## src/rtl/decode_wb_scoreboard_if.sv

```systemverilog
// Decode/write-back bundle: decode request and operand results, write-back retire port, scoreboard error.
interface decode_wb_scoreboard_if #(
    parameter int unsigned DATA_W = 32,
    parameter int unsigned IDX_W  = 4
);
    logic              d_valid;
    logic [3:0]        d_icode;
    logic [IDX_W-1:0]  d_rA;
    logic [IDX_W-1:0]  d_rB;
    logic [IDX_W-1:0]  d_srcA;
    logic [IDX_W-1:0]  d_srcB;
    logic [IDX_W-1:0]  d_dstE;
    logic [IDX_W-1:0]  d_dstM;
    logic [DATA_W-1:0] d_valA;
    logic [DATA_W-1:0] d_valB;
    logic              d_stall;
    logic              w_en;
    logic              w_cnd;
    logic [IDX_W-1:0]  w_dstE;
    logic [IDX_W-1:0]  w_dstM;
    logic [DATA_W-1:0] w_valE;
    logic [DATA_W-1:0] w_valM;
    logic              sb_err;

    modport slave (
        input  d_valid, d_icode, d_rA, d_rB,
        input  w_en, w_cnd, w_dstE, w_dstM, w_valE, w_valM,
        output d_srcA, d_srcB, d_dstE, d_dstM, d_valA, d_valB, d_stall, sb_err
    );

    modport master (
        output d_valid, d_icode, d_rA, d_rB,
        output w_en, w_cnd, w_dstE, w_dstM, w_valE, w_valM,
        input  d_srcA, d_srcB, d_dstE, d_dstM, d_valA, d_valB, d_stall, sb_err
    );
endinterface

```

## src/rtl/decode_wb_scoreboard.sv

```systemverilog
// Y86 decode/write-back stage: register file with write-first bypass and a
// per-register pending-write counter scoreboard that stalls decode on hazards.
module decode_wb_scoreboard #(
    parameter int unsigned          DATA_W  = 32,
    parameter int unsigned          IDX_W   = 4,
    parameter int unsigned          NREGS   = 15,
    parameter int unsigned          RSP_IDX = 4,
    parameter logic [DATA_W-1:0]    SP_INIT = DATA_W'(32'h0000_0200),
    parameter int unsigned          CNT_W   = 2
) (
    input  logic                    clk,
    input  logic                    rst_n,
    decode_wb_scoreboard_if.slave   bus
);

    localparam logic [IDX_W-1:0] RNONE = '1;
    localparam logic [IDX_W-1:0] RSP   = IDX_W'(RSP_IDX);
    localparam int unsigned      EW    = CNT_W + 2;
    localparam logic [EW-1:0]    CMAX  = EW'((1 << CNT_W) - 1);

    logic [DATA_W-1:0] regs_q [NREGS];
    logic [DATA_W-1:0] regs_d [NREGS];
    logic [CNT_W-1:0]  cnt_q  [NREGS];
    logic [CNT_W-1:0]  cnt_d  [NREGS];
    logic [EW-1:0]     eff    [NREGS];
    logic [1:0]        res    [NREGS];
    logic              err_q, err_d;
    logic [IDX_W-1:0]  src_a, src_b, dst_e, dst_m;
    logic              stall;

    always_comb begin
        src_a = RNONE;
        src_b = RNONE;
        dst_e = RNONE;
        dst_m = RNONE;
        case (bus.d_icode)
            4'h2: begin src_a = bus.d_rA; dst_e = bus.d_rB; end
            4'h3: begin dst_e = bus.d_rB; end
            4'h4: begin src_a = bus.d_rA; src_b = bus.d_rB; end
            4'h5: begin src_b = bus.d_rB; dst_m = bus.d_rA; end
            4'h6: begin src_a = bus.d_rA; src_b = bus.d_rB; dst_e = bus.d_rB; end
            4'h8: begin src_b = RSP; dst_e = RSP; end
            4'h9: begin src_a = RSP; src_b = RSP; dst_e = RSP; end
            4'hA: begin src_a = bus.d_rA; src_b = RSP; dst_e = RSP; end
            4'hB: begin src_a = RSP; src_b = RSP; dst_e = RSP; dst_m = bus.d_rA; end
            default: ;
        endcase
    end

    // regs_d is the write-first view, so it doubles as the bypassed read source.
    always_comb begin
        for (int unsigned r = 0; r < NREGS; r++) begin
            regs_d[r] = regs_q[r];
            if (bus.w_en && bus.w_cnd && bus.w_dstE == IDX_W'(r))
                regs_d[r] = bus.w_valE;
            if (bus.w_en && bus.w_dstM == IDX_W'(r))
                regs_d[r] = bus.w_valM;
        end
    end

    always_comb begin
        err_d = err_q;
        stall = 1'b0;
        for (int unsigned r = 0; r < NREGS; r++) begin
            logic [1:0]    rel;
            logic [EW-1:0] cur;
            rel    = {1'b0, bus.w_en && bus.w_dstE == IDX_W'(r)}
                   + {1'b0, bus.w_en && bus.w_dstM == IDX_W'(r)};
            res[r] = {1'b0, dst_e == IDX_W'(r)} + {1'b0, dst_m == IDX_W'(r)};
            cur    = EW'(cnt_q[r]);
            if (EW'(rel) > cur) begin
                eff[r] = '0;
                err_d  = 1'b1;
            end else begin
                eff[r] = cur - EW'(rel);
            end
            if ((src_a == IDX_W'(r) || src_b == IDX_W'(r)) && eff[r] != '0)
                stall = 1'b1;
            if (res[r] != 2'd0 && eff[r] + EW'(res[r]) > CMAX)
                stall = 1'b1;
        end
        for (int unsigned r = 0; r < NREGS; r++) begin
            if (bus.d_valid && !stall)
                cnt_d[r] = CNT_W'(eff[r] + EW'(res[r]));
            else
                cnt_d[r] = CNT_W'(eff[r]);
        end
    end

    always_ff @(posedge clk) begin
        if (!rst_n) begin
            for (int unsigned r = 0; r < NREGS; r++) begin
                regs_q[r] <= (r == RSP_IDX) ? SP_INIT : '0;
                cnt_q[r]  <= '0;
            end
            err_q <= 1'b0;
        end else begin
            regs_q <= regs_d;
            cnt_q  <= cnt_d;
            err_q  <= err_d;
        end
    end

    assign bus.d_srcA  = src_a;
    assign bus.d_srcB  = src_b;
    assign bus.d_dstE  = dst_e;
    assign bus.d_dstM  = dst_m;
    assign bus.d_valA  = (src_a < IDX_W'(NREGS)) ? regs_d[src_a] : '0;
    assign bus.d_valB  = (src_b < IDX_W'(NREGS)) ? regs_d[src_b] : '0;
    assign bus.d_stall = bus.d_valid && stall;
    assign bus.sb_err  = err_q;

endmodule

```

## src/flat_wrapper.sv

```systemverilog
// flat-port wrapper written by rule: the top's interface ports become plain ports
module decode_wb_scoreboard_flat 
#(
    parameter int unsigned          DATA_W  = 32,
    parameter int unsigned          IDX_W   = 4,
    parameter int unsigned          NREGS   = 15,
    parameter int unsigned          RSP_IDX = 4,
    parameter logic [DATA_W-1:0]    SP_INIT = DATA_W'(32'h0000_0200),
    parameter int unsigned          CNT_W   = 2
)
  (clk, rst_n, bus_d_valid, bus_d_icode, bus_d_rA, bus_d_rB, bus_w_en, bus_w_cnd, bus_w_dstE, bus_w_dstM, bus_w_valE, bus_w_valM, bus_d_srcA, bus_d_srcB, bus_d_dstE, bus_d_dstM, bus_d_valA, bus_d_valB, bus_d_stall, bus_sb_err);
  decode_wb_scoreboard_if #(.DATA_W(DATA_W), .IDX_W(IDX_W)) bus_i ();
  input  logic clk;
  input  logic rst_n;
  input wire logic [$bits(bus_i.d_valid)-1:0] bus_d_valid;
  input wire logic [$bits(bus_i.d_icode)-1:0] bus_d_icode;
  input wire logic [$bits(bus_i.d_rA)-1:0] bus_d_rA;
  input wire logic [$bits(bus_i.d_rB)-1:0] bus_d_rB;
  input wire logic [$bits(bus_i.w_en)-1:0] bus_w_en;
  input wire logic [$bits(bus_i.w_cnd)-1:0] bus_w_cnd;
  input wire logic [$bits(bus_i.w_dstE)-1:0] bus_w_dstE;
  input wire logic [$bits(bus_i.w_dstM)-1:0] bus_w_dstM;
  input wire logic [$bits(bus_i.w_valE)-1:0] bus_w_valE;
  input wire logic [$bits(bus_i.w_valM)-1:0] bus_w_valM;
  output wire logic [$bits(bus_i.d_srcA)-1:0] bus_d_srcA;
  output wire logic [$bits(bus_i.d_srcB)-1:0] bus_d_srcB;
  output wire logic [$bits(bus_i.d_dstE)-1:0] bus_d_dstE;
  output wire logic [$bits(bus_i.d_dstM)-1:0] bus_d_dstM;
  output wire logic [$bits(bus_i.d_valA)-1:0] bus_d_valA;
  output wire logic [$bits(bus_i.d_valB)-1:0] bus_d_valB;
  output wire logic [$bits(bus_i.d_stall)-1:0] bus_d_stall;
  output wire logic [$bits(bus_i.sb_err)-1:0] bus_sb_err;
  assign bus_i.d_valid = bus_d_valid;
  assign bus_i.d_icode = bus_d_icode;
  assign bus_i.d_rA = bus_d_rA;
  assign bus_i.d_rB = bus_d_rB;
  assign bus_i.w_en = bus_w_en;
  assign bus_i.w_cnd = bus_w_cnd;
  assign bus_i.w_dstE = bus_w_dstE;
  assign bus_i.w_dstM = bus_w_dstM;
  assign bus_i.w_valE = bus_w_valE;
  assign bus_i.w_valM = bus_w_valM;
  assign bus_d_srcA = bus_i.d_srcA;
  assign bus_d_srcB = bus_i.d_srcB;
  assign bus_d_dstE = bus_i.d_dstE;
  assign bus_d_dstM = bus_i.d_dstM;
  assign bus_d_valA = bus_i.d_valA;
  assign bus_d_valB = bus_i.d_valB;
  assign bus_d_stall = bus_i.d_stall;
  assign bus_sb_err = bus_i.sb_err;
  decode_wb_scoreboard #(.DATA_W(DATA_W), .IDX_W(IDX_W), .NREGS(NREGS), .RSP_IDX(RSP_IDX), .SP_INIT(SP_INIT), .CNT_W(CNT_W)) u_core (.clk(clk), .rst_n(rst_n), .bus(bus_i));
endmodule
```

## config.mk

```make
export PLATFORM = sky130hd
export DESIGN_NAME = decode_wb_scoreboard_flat
export DESIGN_NICKNAME = d
export VERILOG_FILES = /design/src/rtl/decode_wb_scoreboard_if.sv /design/src/rtl/decode_wb_scoreboard.sv /design/src/flat_wrapper.sv
export SDC_FILE = /design/constraint.sdc
export NUM_CORES = 2
export LEC_CHECK = 0
export BUFFER_PORTS_ARGS = -buffer_cell sky130_fd_sc_hd__buf_2
export CORE_MARGIN = 2
export CORE_UTILIZATION = 25
export CTS_BUF_LIST = sky130_fd_sc_hd__clkbuf_8
export DETAILED_ROUTE_END_ITERATION = 6
export MAX_ROUTING_LAYER = met4
export PLACE_DENSITY_LB_ADDON = 0.05
export SETUP_SLACK_MARGIN = 0.2
export SLEW_MARGIN = 20
export SYNTH_ARGS = -nofsm -noshare
export SYNTH_HDL_FRONTEND = slang
export SYNTH_SLANG_ARGS = --single-unit
```

## constraint.sdc

```tcl
create_clock -name clk -period 4.35 [get_ports clk]
set_clock_uncertainty 0.15 [all_clocks]
set_input_delay 0.2175 -clock clk [delete_from_list [all_inputs] [get_ports clk]]
set_output_delay 0.2175 -clock clk [all_outputs]
set_load 0.005 [all_outputs]
```

After elaboration in Yosys (flattened, before gate mapping)
Cells that the tools add are included.
{ "op_classes": {"addsub": 60, "magnitude_cmp": 34, "eq_ne": 93, "muxes": 117, "bitwise_logic": 2, "reduce_logical": 137} }
{ "ops": {"columns": ["op", "n"], "rows": [
  ["two-way mux 32 bit", 36],
  ["binary-select mux 32 bit (select 4 bit)", 2],
  ["equality test 4 bit, second input constant", 46],
  ["equality test 4 x 3 -> 1 bit, second input constant", 27],
  ["logical AND 1 bit", 78],
  ["two-way mux 4 bit", 16],
  ["adder 1 x 1 -> 2 bit", 30],
  ["adder 4 x 2 -> 4 bit", 15],
  ["greater-than comparator 4 x 2 -> 1 bit, second input constant", 15],
  ["nonzero test 4 bit", 15],
  ["equality test 4 x 2 -> 1 bit, second input constant", 14],
  ["two-way mux 1 bit", 45],
  ["subtractor 2 x 2 -> 3 bit", 15],
  ["greater-than comparator 2 bit", 15],
  ["two-way mux 2 bit", 15],
  ["nonzero test 2 bit", 15],
  ["equality test 4 x 1 -> 1 bit, second input constant", 6],
  ["zero test 4 bit", 6],
  ["one-hot mux 4 bit (2 select lines)", 3],
  ["logical OR 1 bit", 15],
  ["nonzero test 15 bit", 1],
  ["greater-or-equal comparator 5 bit, second input constant", 2],
  ["inverter 4 -> 5 bit", 2],
  ["less-than comparator 4 bit, second input constant", 2],
  ["other kinds (4)", 7]
]} }
{ "totals": {"register_bits": 511, "wordCells": 474} }

Longest topological paths before layout
{ "logic_depth": {"word_depth": 40, "mapped_depth": 23} }

Worst setup path after synthesis
OpenSTA, ideal clock, no wires.
{ "synth_path": {"kind": "in2out", "start": "input port bus_w_en", "end": "output port bus_d_stall", "arrival_time_ns": 4.190, "required_time_ns": 3.983, "setup_slack_ns": -0.207, "stages": 22, "path_cell_list": "buf_4 nand3b_1 or2_2 clkbuf_1 clkbuf_1 inv_1 ha_1 ha_1 inv_1 fa_1 nor2b_1 ha_1 fa_1 inv_1 o22ai_1 or4_1 a211oi_1 and3_1 and4_1 buf_2 buf_4 a31oi_1"} }
{ "synth_between": {"elab_chain_len": 37, "elab_cells_between_ends": 196} }
{ "synth_rtl": {"columns": ["item", "line_no", "rtl"], "rows": [
  ["start: declaration", "flat_wrapper.sv:19", "input wire logic [$bits(bus_i.w_en)-1:0] bus_w_en;"],
  ["logical AND 1 bit (on tied branches)", "decode_wb_scoreboard.sv:67, decode_wb_scoreboard.sv:68", null],
  ["adder 1 x 1 -> 2 bit", "decode_wb_scoreboard.sv:68", "+ {1'b0, bus.w_en && bus.w_dstM == IDX_W'(r)};"],
  ["subtractor 2 x 2 -> 3 bit or greater-than comparator 2 bit (tied branches)", "decode_wb_scoreboard.sv:75, decode_wb_scoreboard.sv:71", null],
  ["two-way mux 4 bit", "decode_wb_scoreboard.sv:71", "if (EW'(rel) > cur) begin"],
  ["adder 4 x 2 -> 4 bit or nonzero test 4 bit (tied branches)", "decode_wb_scoreboard.sv:79, decode_wb_scoreboard.sv:77", null],
  ["greater-than comparator 4 x 2 -> 1 bit or logical AND 1 bit (tied branches)", "decode_wb_scoreboard.sv:79, decode_wb_scoreboard.sv:77", null],
  ["logical AND 1 bit or two-way mux 1 bit (tied branches)", "decode_wb_scoreboard.sv:79, decode_wb_scoreboard.sv:77", null],
  ["two-way mux 1 bit", "decode_wb_scoreboard.sv:79", "if (res[r] != 2'd0 && eff[r] + EW'(res[r]) > CMAX)"],
  ["[21 not listed]", null, null],
  ["two-way mux 1 bit", "decode_wb_scoreboard.sv:79", null],
  ["two-way mux 1 bit", "decode_wb_scoreboard.sv:77", "if ((src_a == IDX_W'(r) || src_b == IDX_W'(r)) && eff[r] != '0)"],
  ["two-way mux 1 bit", "decode_wb_scoreboard.sv:79", null],
  ["two-way mux 1 bit", "decode_wb_scoreboard.sv:77", null],
  ["two-way mux 1 bit", "decode_wb_scoreboard.sv:79", null],
  ["two-way mux 1 bit", "decode_wb_scoreboard.sv:77", null],
  ["two-way mux 1 bit *", "decode_wb_scoreboard.sv:79", null],
  ["logical AND 1 bit *", "decode_wb_scoreboard.sv:110", "assign bus.d_stall = bus.d_valid && stall;"],
  ["end: declaration", "flat_wrapper.sv:31", "output wire logic [$bits(bus_i.d_stall)-1:0] bus_d_stall;"]
]} }
Mark *: on every way between the ends. The rest lies on a longest branch, timed or not.

Worst setup path in the final report
{ "layout_path": {"start": "register u_core.cnt_q[10] in the netlist's numbering", "end": "output port bus_d_stall"} }
{ "layout_between": {"elab_chain_len": 17, "elab_cells_between_ends": 21} }
{ "layout_rtl": {"columns": ["item", "line_no", "rtl"], "rows": [
  ["start: declaration", "decode_wb_scoreboard.sv:23", "logic [CNT_W-1:0] cnt_q [NREGS];"],
  ["start signal: assignment", "decode_wb_scoreboard.sv:99", "cnt_q <= cnt_d;"],
  ["subtractor 2 x 2 -> 3 bit or greater-than comparator 2 bit (tied branches)", "decode_wb_scoreboard.sv:75, decode_wb_scoreboard.sv:71", null],
  ["two-way mux 4 bit *", "decode_wb_scoreboard.sv:71", null],
  ["adder 4 x 2 -> 4 bit or nonzero test 4 bit (tied branches)", "decode_wb_scoreboard.sv:79, decode_wb_scoreboard.sv:77", null],
  ["greater-than comparator 4 x 2 -> 1 bit or logical AND 1 bit (tied branches)", "decode_wb_scoreboard.sv:79, decode_wb_scoreboard.sv:77", null],
  ["logical AND 1 bit or two-way mux 1 bit (tied branches)", "decode_wb_scoreboard.sv:79, decode_wb_scoreboard.sv:77", null],
  ["two-way mux 1 bit *", "decode_wb_scoreboard.sv:79", null],
  ["two-way mux 1 bit *", "decode_wb_scoreboard.sv:77", null],
  ["two-way mux 1 bit *", "decode_wb_scoreboard.sv:79", null],
  ["two-way mux 1 bit *", "decode_wb_scoreboard.sv:77", null],
  ["two-way mux 1 bit *", "decode_wb_scoreboard.sv:79", null],
  ["two-way mux 1 bit *", "decode_wb_scoreboard.sv:77", null],
  ["two-way mux 1 bit *", "decode_wb_scoreboard.sv:79", null],
  ["two-way mux 1 bit *", "decode_wb_scoreboard.sv:77", null],
  ["two-way mux 1 bit *", "decode_wb_scoreboard.sv:79", null],
  ["two-way mux 1 bit *", "decode_wb_scoreboard.sv:77", null],
  ["two-way mux 1 bit *", "decode_wb_scoreboard.sv:79", null],
  ["logical AND 1 bit *", "decode_wb_scoreboard.sv:110", null]
]} }
Marks and branches as above.

==> key figures <==
Synth
  • Syn Inst Count: 4361
  • Synth area leader: dfxtp_1
  • Post-synth EDFFs: 0
  • Synth Register Bits: 511
  • Yosys top cell area share: 30.45%
  • Post-synthesis area per instance: 7.703 um2
  • Synth area leaders: dfxtp_1 (30%), mux2i_1 (14%), and2_1 (9.3%)
  • Syn Std Cell Area: 0.03359 mm2
  • Async set or reset register ratio after synthesis: 0%
  • Yosys Warn Count: 0
  • Sequential fraction of the synthesis area: 30.45%
  • Netlist cell types: 71
  • Synth Flop Type: dfxtp_1
  • Syn nets: 4555

Critical path
  • Worst EP arrival: 3.88 ns
  • Max stage delay on crit path: 0.55 ns
  • Critical Path End Type: output port
  • CP Cell Sequence: inv_1 > ha_4 > inv_2 > fa_2 > and2_4 > fa_2 > inv_1 > o22ai_1 > or4_4 > a211oi_2 > and3_1 > and4_4 > a31oi_4 > buf_2
  • Setup Crit Path Kind: flop to output port
  • CP Launch Type: flop
  • Buf/Inv on CP: 4
  • R2R Setup Slk: 0.64 ns
  • Crit-path max FO: 3
  • Family with the most delay on the worst path: simple AND/OR/NAND/NOR gates
  • Critical path required time: 3.98 ns
  • Worst path slowest cell: or4_4

Die
  • Core area: 0.1335 mm2
  • Io pins: 171
  • Initial core utilization: 25.17%
  • Die H: 370.6 um
  • Die ar.: 0.1373 mm2
  • Die Width: 370.6 um
  • # rows: 134

Timing
  • Fin crit period: 4.251 ns
  • Worst slew margin: 25.10%
  • Max Clock Freq: 235.3 MHz
  • Slew Viols, Final: 0
  • Setup_tns: 0 ns
  • RSZ-0062 raised after global routing: yes
  • Hold slack: 0.08647 ns
  • Final hold violation count: 0
  • Final setup vio count: 0
  • Final period utilization: 97.72%
  • Worst Max-Slew Pin Slew: 1.123 ns

Power and ir drop
  • Leakage power figure: 16.08 nW
  • Power Dens Cells: 306.2 mW/mm2
  • Tot Pwr: 12.64 mW
  • Maximum vdd drop: 0.1889 mV

Clocking
  • Root Buffer: clkbuf_8
  • CTS Buffer Depth: 3
  • CTS tree: built
  • Clk_lat worst skew: 0.84 ns
  • Number of CTS-inserted buffers: 108
  • Clock transition at path regs: 0.06 ns
  • H-tree Lvls: 3
  • # clock sinks: 511

Routing
  • Post-route DRC: 0
  • Drt first pass iters: 5
  • Vias: 34342
  • Post-route ant nets: 0
  • Final wirelength: 196.5 mm
  • DRT iter0 DRCs: 3330
  • Drt via density: 5.296
  • Routed WL per cell: 30.31 um

Flow run
  • Max-cap violations: 0

Place
  • Port Buffers: 170
  • HPWL reported at the end of detailed placement: 124.1 mm
  • DP Area: 0.03784 mm2
  • GP Congestion: 0.8404
  • Placed Cells: 6178

Finish
  • Non-filler instance count after layout: 6484
  • Layout fillers: 14521
  • Area Overhead vs Synth: 22.87%
  • Post-route cell area: 0.04128 mm2
  • Area of the multi-input gates: 0.02165 mm2
  • # nets final: 4821
  • FF/Latch Area: 0.01023 mm2
  • Share of cells above drive strength 1: 16.26%

Min path
  • Hold Path Class: input port to flop

Global routing
  • Vias in the first global route: 32863
  • Largest net degree at the start of global routing: 127
  • Initial antenna violation count: 20
  • GRT Util Overall: 28.73%
  • Overflow after GRT: 0
  • First-pass GRT wire length: 271.4 mm

Run status
  • Run status: finished, final reports clean
stage by stage:
stage	utilization [%]	setup slack, ns
6_report	30.93	0.09921
5_1_grt	30.91	-0.07523
4_1_cts	30.78	-0.1639
3_5_place_dp	28.36	-0.2341
3_3_place_gp	28.36	-0.1737
2_1_floorplan	-	0.1308
metal layers:
metal	vias to the layer above	track usage [%]	wire length (um)
met2	1226	44.68	88410
met5	-	-	0
met4	0	8.860	6105
met1	16944	38.69	92230
met3	295	3.510	9795
li1	15877	-	-
area by class of cell:
type | instances | share of cell area (%)
Tap cell | 1768 | 5.359
Antenna cell | 11 | 0.06669
Clock inverter | 49 | 0.6093
Inverter | 122 | 1.119
Timing Repair Buffer | 572 | 10.99
Clock buffer | 139 | 4.635
Sequential cell | 511 | 24.79
Multi-Input combinational cell | 3312 | 52.44
power breakdown:
group          internal, mW  total (mW)  switching, mW
Sequential             4.80        4.83         0.0338
Combinational         0.823        2.41           1.59
Clock                  2.85        5.40           2.55
repair_timing:
action	4_1_cts	5_1_grt
pin swaps	8	16
resized for setup	19	43
hold buffers	98	0
setup buffers	4	5
endpoints found under the hold margin	508	0
endpoints found under the setup margin	2	4
sequential cells by signal (all words and copies together), names as in the netlist:
register and count:
u_core.bus.sb_err 1, u_core.cnt_q 30, u_core.regs_q 480
kinds of logic (layout without fill, tap and decap cells):
family	Yosys count	count (layout)	share of synthesized area, %
other	0	11	0
adders and majority gates	105	105	4.581
muxes	479	479	14.27
DFF	511	511	30.45
and+or+nand+nor	1454	1454	22.04
buffers and inverters	538	882	6.823
AOI/OAI and AO/OA	1274	1274	21.83
cells in the mapped netlist (9+ instances only):
library cell / instances
a22oi_1: 20
fa_1: 30
o221ai_1: 9
o21ai_1: 59
o21ai_0: 583
a21oi_1: 116
clkbuf_1: 300
o22a_1: 15
buf_1: 21
o22ai_1: 383
and3_1: 17
nor4_1: 17
a211oi_1: 16
mux2i_1: 479
nor3_1: 49
buf_2: 53
nand2b_1: 11
nor2b_1: 26
a21boi_1: 27
and4_1: 19
buf_6: 11
and2_1: 500
buf_4: 30
inv_1: 119
nand2_1: 514
dfxtp_1: 511
nand3_1: 58
ha_1: 75
nor2_1: 189
path summary, 6_finish.rpt:
path,startpoint,depth (start not counted),endpoint
setup / recovery,u_core.cnt_q[10]$_SDFF_PN0_,14,bus_d_stall
hold / removal,bus_w_dstM[1],6,u_core.regs_q[27]$_SDFF_PN0_
setup reg to reg,u_core.cnt_q[10]$_SDFF_PN0_,16,u_core.cnt_q[0]$_SDFF_PN0_
hold reg to reg,u_core.regs_q[297]$_SDFF_PN0_,3,u_core.regs_q[297]$_SDFF_PN0_
worst min-delay path, cell delays in order:
cell and delay [ns]:
buf_2 0.11, nand2b_1 0.08, or2_2 0.14, buf_4 0.13, a21oi_1 0.15, and2_1 0.18
cell usage in the layout, fill, tap and decap left out, types with 60 or more instances in the layout:
master,n
mux2i_1,479
dfxtp_1,510
o22ai_1,383
clkbuf_8,139
buf_2,169
nand2_1,511
dlygate4sd3_1,98
inv_1,143
buf_4,267
nor2_1,174
and2_1,493
o21ai_0,580
a21oi_1,113
ha_1,60
Power figures use the tool's default switching activity.
